## config.mk

```make
export PLATFORM = sky130hd
export DESIGN_NAME = imm_encoder
export DESIGN_NICKNAME = d
export VERILOG_FILES = /design/src/rtl/imm_encoder.sv
export SDC_FILE = /design/constraint.sdc
export NUM_CORES = 1
export LEC_CHECK = 0
export BUFFER_PORTS_ARGS = -buffer_cell sky130_fd_sc_hd__buf_2
export CAP_MARGIN = 20
export CORE_MARGIN = 1.5
export CORE_UTILIZATION = 30
export DETAILED_ROUTE_END_ITERATION = 6
export PLACE_DENSITY_LB_ADDON = 0.05
export SYNTH_ARGS = -nofsm -noshare
export SYNTH_HDL_FRONTEND = slang
export SYNTH_SLANG_ARGS = --single-unit
```

## constraint.sdc

```tcl
create_clock -name clk -period 3.1 [get_ports clk]
set_clock_uncertainty 0.2 [all_clocks]
set_input_delay 0.465 -clock clk [delete_from_list [all_inputs] [get_ports clk]]
set_output_delay 0.465 -clock clk [all_outputs]
set_load 0.02 [all_outputs]
```

## src/rtl/imm_encoder.sv

```systemverilog
// RV32 immediate encoder: packs format, opcode, register fields and immediate into an
// instruction word behind a 2-entry output buffer. Optional error counter: IMM_ENC_STATS_EN.
module imm_encoder #(
    parameter int DATAWIDTH = 32
) (
    input  logic                 clk,
    input  logic                 rst,
    input  logic                 in_valid,
    output logic                 in_ready,
    input  logic [2:0]           fmt,
    input  logic [6:0]           opcode,
    input  logic [4:0]           rd,
    input  logic [4:0]           rs1,
    input  logic [4:0]           rs2,
    input  logic [2:0]           funct3,
    input  logic [6:0]           funct7,
    input  logic [DATAWIDTH-1:0] imm,
    output logic                 out_valid,
    input  logic                 out_ready,
    output logic [31:0]          instr,
    output logic                 err
`ifdef IMM_ENC_STATS_EN
    ,
    output logic [15:0]          err_cnt
`endif
);

    localparam int DW = DATAWIDTH;

    typedef enum logic [1:0] {
        EMPTY = 2'd0,
        ONE   = 2'd1,
        TWO   = 2'd2
    } state_e;

    typedef enum logic [2:0] {
        FMT_R = 3'd0,
        FMT_I = 3'd1,
        FMT_S = 3'd2,
        FMT_B = 3'd3,
        FMT_U = 3'd4,
        FMT_J = 3'd5
    } fmt_e;

    typedef struct packed {
        logic [31:0] instr;
        logic        err;
    } entry_t;

    state_e state_q, state_d;
    entry_t head_q, head_d;
    entry_t tail_q, tail_d;
    entry_t enc;
    logic   in_ready_q;
    logic   accept;
    logic   pop;

    // Sign-extension checks: a field is representable when every bit above it
    // matches the field's top bit.
    logic sx_i_ok;
    logic sx_b_ok;
    logic sx_j_ok;
    logic sx_u_ok;

    assign sx_i_ok = (&imm[DW-1:11]) | ~(|imm[DW-1:11]);
    assign sx_b_ok = (&imm[DW-1:12]) | ~(|imm[DW-1:12]);
    assign sx_j_ok = (&imm[DW-1:20]) | ~(|imm[DW-1:20]);
    // For DATAWIDTH == 32 this slice is a single bit and always passes.
    assign sx_u_ok = (&imm[DW-1:31]) | ~(|imm[DW-1:31]);

    // NOTE: every signal assigned in an always_comb gets a default first so no
    // path leaves it unassigned and a latch is never inferred.
    always_comb begin
        enc.instr = 32'h0;
        enc.err   = 1'b0;
        case (fmt)
            FMT_R: begin
                enc.instr = {funct7, rs2, rs1, funct3, rd, opcode};
            end
            FMT_I: begin
                enc.instr = {imm[11:0], rs1, funct3, rd, opcode};
                enc.err   = ~sx_i_ok;
            end
            FMT_S: begin
                enc.instr = {imm[11:5], rs2, rs1, funct3, imm[4:0], opcode};
                enc.err   = ~sx_i_ok;
            end
            FMT_B: begin
                enc.instr = {imm[12], imm[10:5], rs2, rs1, funct3, imm[4:1], imm[11], opcode};
                enc.err   = ~sx_b_ok | imm[0];
            end
            FMT_U: begin
                enc.instr = {imm[31:12], rd, opcode};
                enc.err   = (|imm[11:0]) | ~sx_u_ok;
            end
            FMT_J: begin
                enc.instr = {imm[20], imm[10:1], imm[11], imm[19:12], rd, opcode};
                enc.err   = ~sx_j_ok | imm[0];
            end
            default: begin
                enc.instr = 32'h0;
                enc.err   = 1'b1;
            end
        endcase
    end

    assign accept = in_valid & in_ready_q;
    assign pop    = (state_q != EMPTY) & out_ready;

    always_comb begin
        state_d = state_q;
        head_d  = head_q;
        tail_d  = tail_q;
        case (state_q)
            EMPTY: begin
                if (accept) begin
                    state_d = ONE;
                    head_d  = enc;
                end
            end
            ONE: begin
                case ({accept, pop})
                    2'b10: begin
                        state_d = TWO;
                        tail_d  = enc;
                    end
                    2'b01: begin
                        state_d = EMPTY;
                    end
                    2'b11: begin
                        head_d = enc;
                    end
                    default: ;
                endcase
            end
            TWO: begin
                if (pop) begin
                    state_d = ONE;
                    head_d  = tail_q;
                end
            end
            default: begin
                state_d = EMPTY;
            end
        endcase
    end

    // NOTE: sequential state uses non-blocking assignments so every register
    // samples the pre-edge values, independent of statement order.
    // NOTE: the two buffer entries are reset as well, because the head entry
    // drives instr/err directly and must read 0 after reset.
    always_ff @(posedge clk or posedge rst) begin
        if (rst) begin
            state_q    <= EMPTY;
            in_ready_q <= 1'b1;
            head_q     <= '0;
            tail_q     <= '0;
        end else begin
            state_q    <= state_d;
            in_ready_q <= (state_d != TWO);
            head_q     <= head_d;
            tail_q     <= tail_d;
        end
    end

    assign in_ready  = in_ready_q;
    assign out_valid = (state_q != EMPTY);
    assign instr     = head_q.instr;
    assign err       = head_q.err;

`ifdef IMM_ENC_STATS_EN
    logic [15:0] err_cnt_q, err_cnt_d;

    always_comb begin
        err_cnt_d = err_cnt_q;
        if (pop && head_q.err && (err_cnt_q != 16'hFFFF)) begin
            err_cnt_d = err_cnt_q + 16'd1;
        end
    end

    always_ff @(posedge clk or posedge rst) begin
        if (rst) begin
            err_cnt_q <= 16'h0;
        end else begin
            err_cnt_q <= err_cnt_d;
        end
    end

    assign err_cnt = err_cnt_q;
`endif

endmodule

```

==> key figures <==
Placement
  – I/O Buffers: 105
  – GPL Wtd Cong: 0.824
  – Placed instance area: 4270 um2
  – Post-detail-place hpwl: 7.80 mm
  – Post-Place Cells: 645

Timing
  – Final Hold Viols: 0
  – Setup violators final: 0
  – Final TNS setup: 0 ns
  – Slew Viols, Final: 0
  – Worst slew margin: 0.578
  – Highest clock rate: 421 MHz
  – Worst Max-Slew Pin Slew: 0.632 ns
  – Final worst-path cycle share: 0.765
  – Final Critical Period: 2.37 ns
  – RSZ-0062 raised after global routing: false

Finish
  – Multi-input gate area: 1720 um2
  – Register Area: 1730 um2
  – Nets: 582
  – Ant. Diodes: 0
  – Fillers: 1266
  – Design area: 4550 um2
  – Layout cells sized above 1: 0.280
  – Util after Layout: 0.382
  – Area Overhead vs Synth: 24.9%
  – Filler-free cell count of the finished design: 661

Drt
  – DRC Markers: 0
  – Final wirelength: 10.4 mm
  – Avg WL per Cell: 15.7 um
  – Vias: 3249
  – Post-route ant nets: 0
  – 1st-iter DRT viols: 123
  – Via density: 4.92
  – DRT Pass-1 Iters: 5

Yosys
  – Simple-gate area share of the yosys netlist: 0.179
  – Mux contribution to synthesized area: 0.0261
  – Syn Inst Count: 412
  – Top cell type's share of synthesized area: 0.468
  – Ys flop type: dfrtp_1
  – Sequential share of the synthesized area: 0.475
  – Cell area after synthesis: 3640 um2
  – Synth Net Count: 485
  – Yosys warns: 0
  – Mean Syn Cell Area: 8.83 um2
  – Cell taking the most area after synthesis: dfrtp_1
  – Seq cells post-synth: 69
  – Ys async rst share: 1.00
  – Compound-cell area share of the yosys netlist: 0.259
  – Synth Area in Adders: 0.00688
  – Post-synth EDFFs: 0
  – Largest family of logic cells by synthesized area: compound AO/OA/AOI/OAI gates
  – Synth area leaders: dfrtp_1 47%, o21ai_0 9.4%, nand2_1 8.7%
  – Synth Area in XOR/XNOR: 0.00241
  – Netlist cell types: 43

Worst setup path
  – Crit. End Element: register
  – Worst-path fanout max: 17
  – Crit path required time: 3.11 ns
  – Worst setup path class: register to register
  – Critical path arrival: 2.38 ns
  – CP startpoint kind: register

Floorplan
  – Die H: 113 um
  – # rows: 40
  – Core area: 11900 um2
  – # IOs: 106
  – Die Wd: 113 um
  – DIE AREA: 12800 um2
  – Starting Density: 0.306

Power and ir drop
  – Maximum VDD drop: 0.387 mV
  – Leakage: 2.24 nW
  – PD cells: 874 nW/um2
  – Tot Pwr: 3.97 mW

Clock tree
  – Root Driver: clkbuf_16
  – Deepest clock path buffer count: 2
  – Inserted Clock Buffers: 9
  – Hold-fix buffers, CTS: 0
  – CTS tree: built
  – Worst-skew pair later-pin latency: 0.32 ns
  – Clk sinks: 69
  – Htree depth: 3
  – Postcts setup bufs: 0
  – Worst-path clk slew: 0.06 ns
  – Post-CTS sizing: 0

GRT
  – Pin count of the biggest net entering global routing: 54
  – Vias in the first global route: 3225
  – GR Overflow Total: 0
  – Initial antenna violation count: 0
  – Total Routing Usage GR: 0.172
  – Global-route wire length before repair: 17.0 mm

Hold path
  – HP Class: input pin to asynchronous set/reset pin

Flow run
  – Max-Cap Viols: 0

Run status
  – Outcome: finished clean
## path summary, 6_finish.rpt
path	startpoint	to	slack, ns	cells past startpoint
worst max-delay path	state_q[1]	instr[31]	0.73	9
worst min-delay path	rst	instr[6]	0.02	2
worst max register to register	state_q[1]	instr[31]	0.73	9
worst min register to register	instr[16]	instr[16]	0.27	2
max in group asynchronous	rst	tail_q[12]	1.91	3
min in group clk	opcode[2]	tail_q[3]	0.21	3
## cell usage in the layout (no fill, tap or decap), types with 3 or more instances in the layout
master     instances
a211oi_1           4
o21ai_0           68
a22o_1             4
clkbuf_16          9
mux2_2             4
nor2b_1           11
nand3b_1           4
buf_4             10
mux2i_1            5
a21o_1            12
nor2_1            21
nand4_1            6
dfrtp_1           68
nor4_1             6
inv_1              3
o21ai_1            7
a22oi_1           21
o22a_1             7
a21oi_1           23
nand2_1           84
buf_2            105
## cell usage after synthesis (all sizes together), types with 2 or more instances
cell type and n:
nand2 84, o21ai 75, dfrtp 68, a21oi 25, a22oi 22, nor2 21, buf 15, clkbuf 15
a21o 12, nor2b 11, o22a 7, nand4 6, nor4 6, mux2i 5, a211oi 4, a22o 4
inv 4, mux2 4, nand3b 4, and2b 2, ha 2, nand2b 2, nor3 2, or4 2
## cell families after synthesis
kind of cell | count (synthesis)
compound gates | 154
simple gates | 143
flops | 69
buf+inv | 34
mux | 9
fa+ha+maj | 2
xor+xnor | 1
## layer usage
| layer | routed length [um] | up-vias | track usage |
|---|---|---|---|
| met5 | 0 | - | 0 |
| met4 | 256 | 0 | 0.0675 |
| met3 | 471 | 10 | 0.0402 |
| met2 | 4830 | 96 | 0.268 |
| met1 | 4840 | 1484 | 0.232 |
| li1 | - | 1659 | - |
## metrics by stage
step	worst slack, ns	hold WS, ns
3_5_place_dp	0.733	0.265
3_3_place_gp	0.760	0.258
2_1_floorplan	0.697	0.245
6_report	0.727	0.0183
4_1_cts	0.713	0.0335
5_1_grt	0.563	0.0683
## area by class of cell
class | count | area share
inverter | 4 | 0.00330
tap | 147 | 0.0405
multi-input combinational | 309 | 0.379
timing repair buffer | 116 | 0.137
clock buffer | 9 | 0.0495
clock inverter | 7 | 0.0113
sequential | 69 | 0.380
## flip-flops by register name, indices dropped and copies added, names as in the netlist
name	count
tail_q	33
instr	32
state_q	2
err	1
in_ready	1
## power by group
| group | switching (mW) | total [mW] | leakage, nW | internal, mW |
|---|---|---|---|---|
| clock network | 0.396 | 0.939 | 0.132 | 0.543 |
| logic | 0.952 | 1.51 | 1.23 | 0.562 |
| registers | 0.211 | 1.52 | 0.875 | 1.31 |
| total | 1.56 | 3.97 | 2.24 | 2.42 |
## worst max-delay path, stage by stage (launching register included)
cell	delay, ns
dfrtp_1	0.43
or2_2	0.33
nand2_1	0.10
inv_1	0.05
ha_1	0.17
nand2_1	0.08
a21oi_2	0.08
a21oi_4	0.21
buf_4	0.26
mux2_2	0.35
Note: power is estimated with default switching activity, not from simulation.
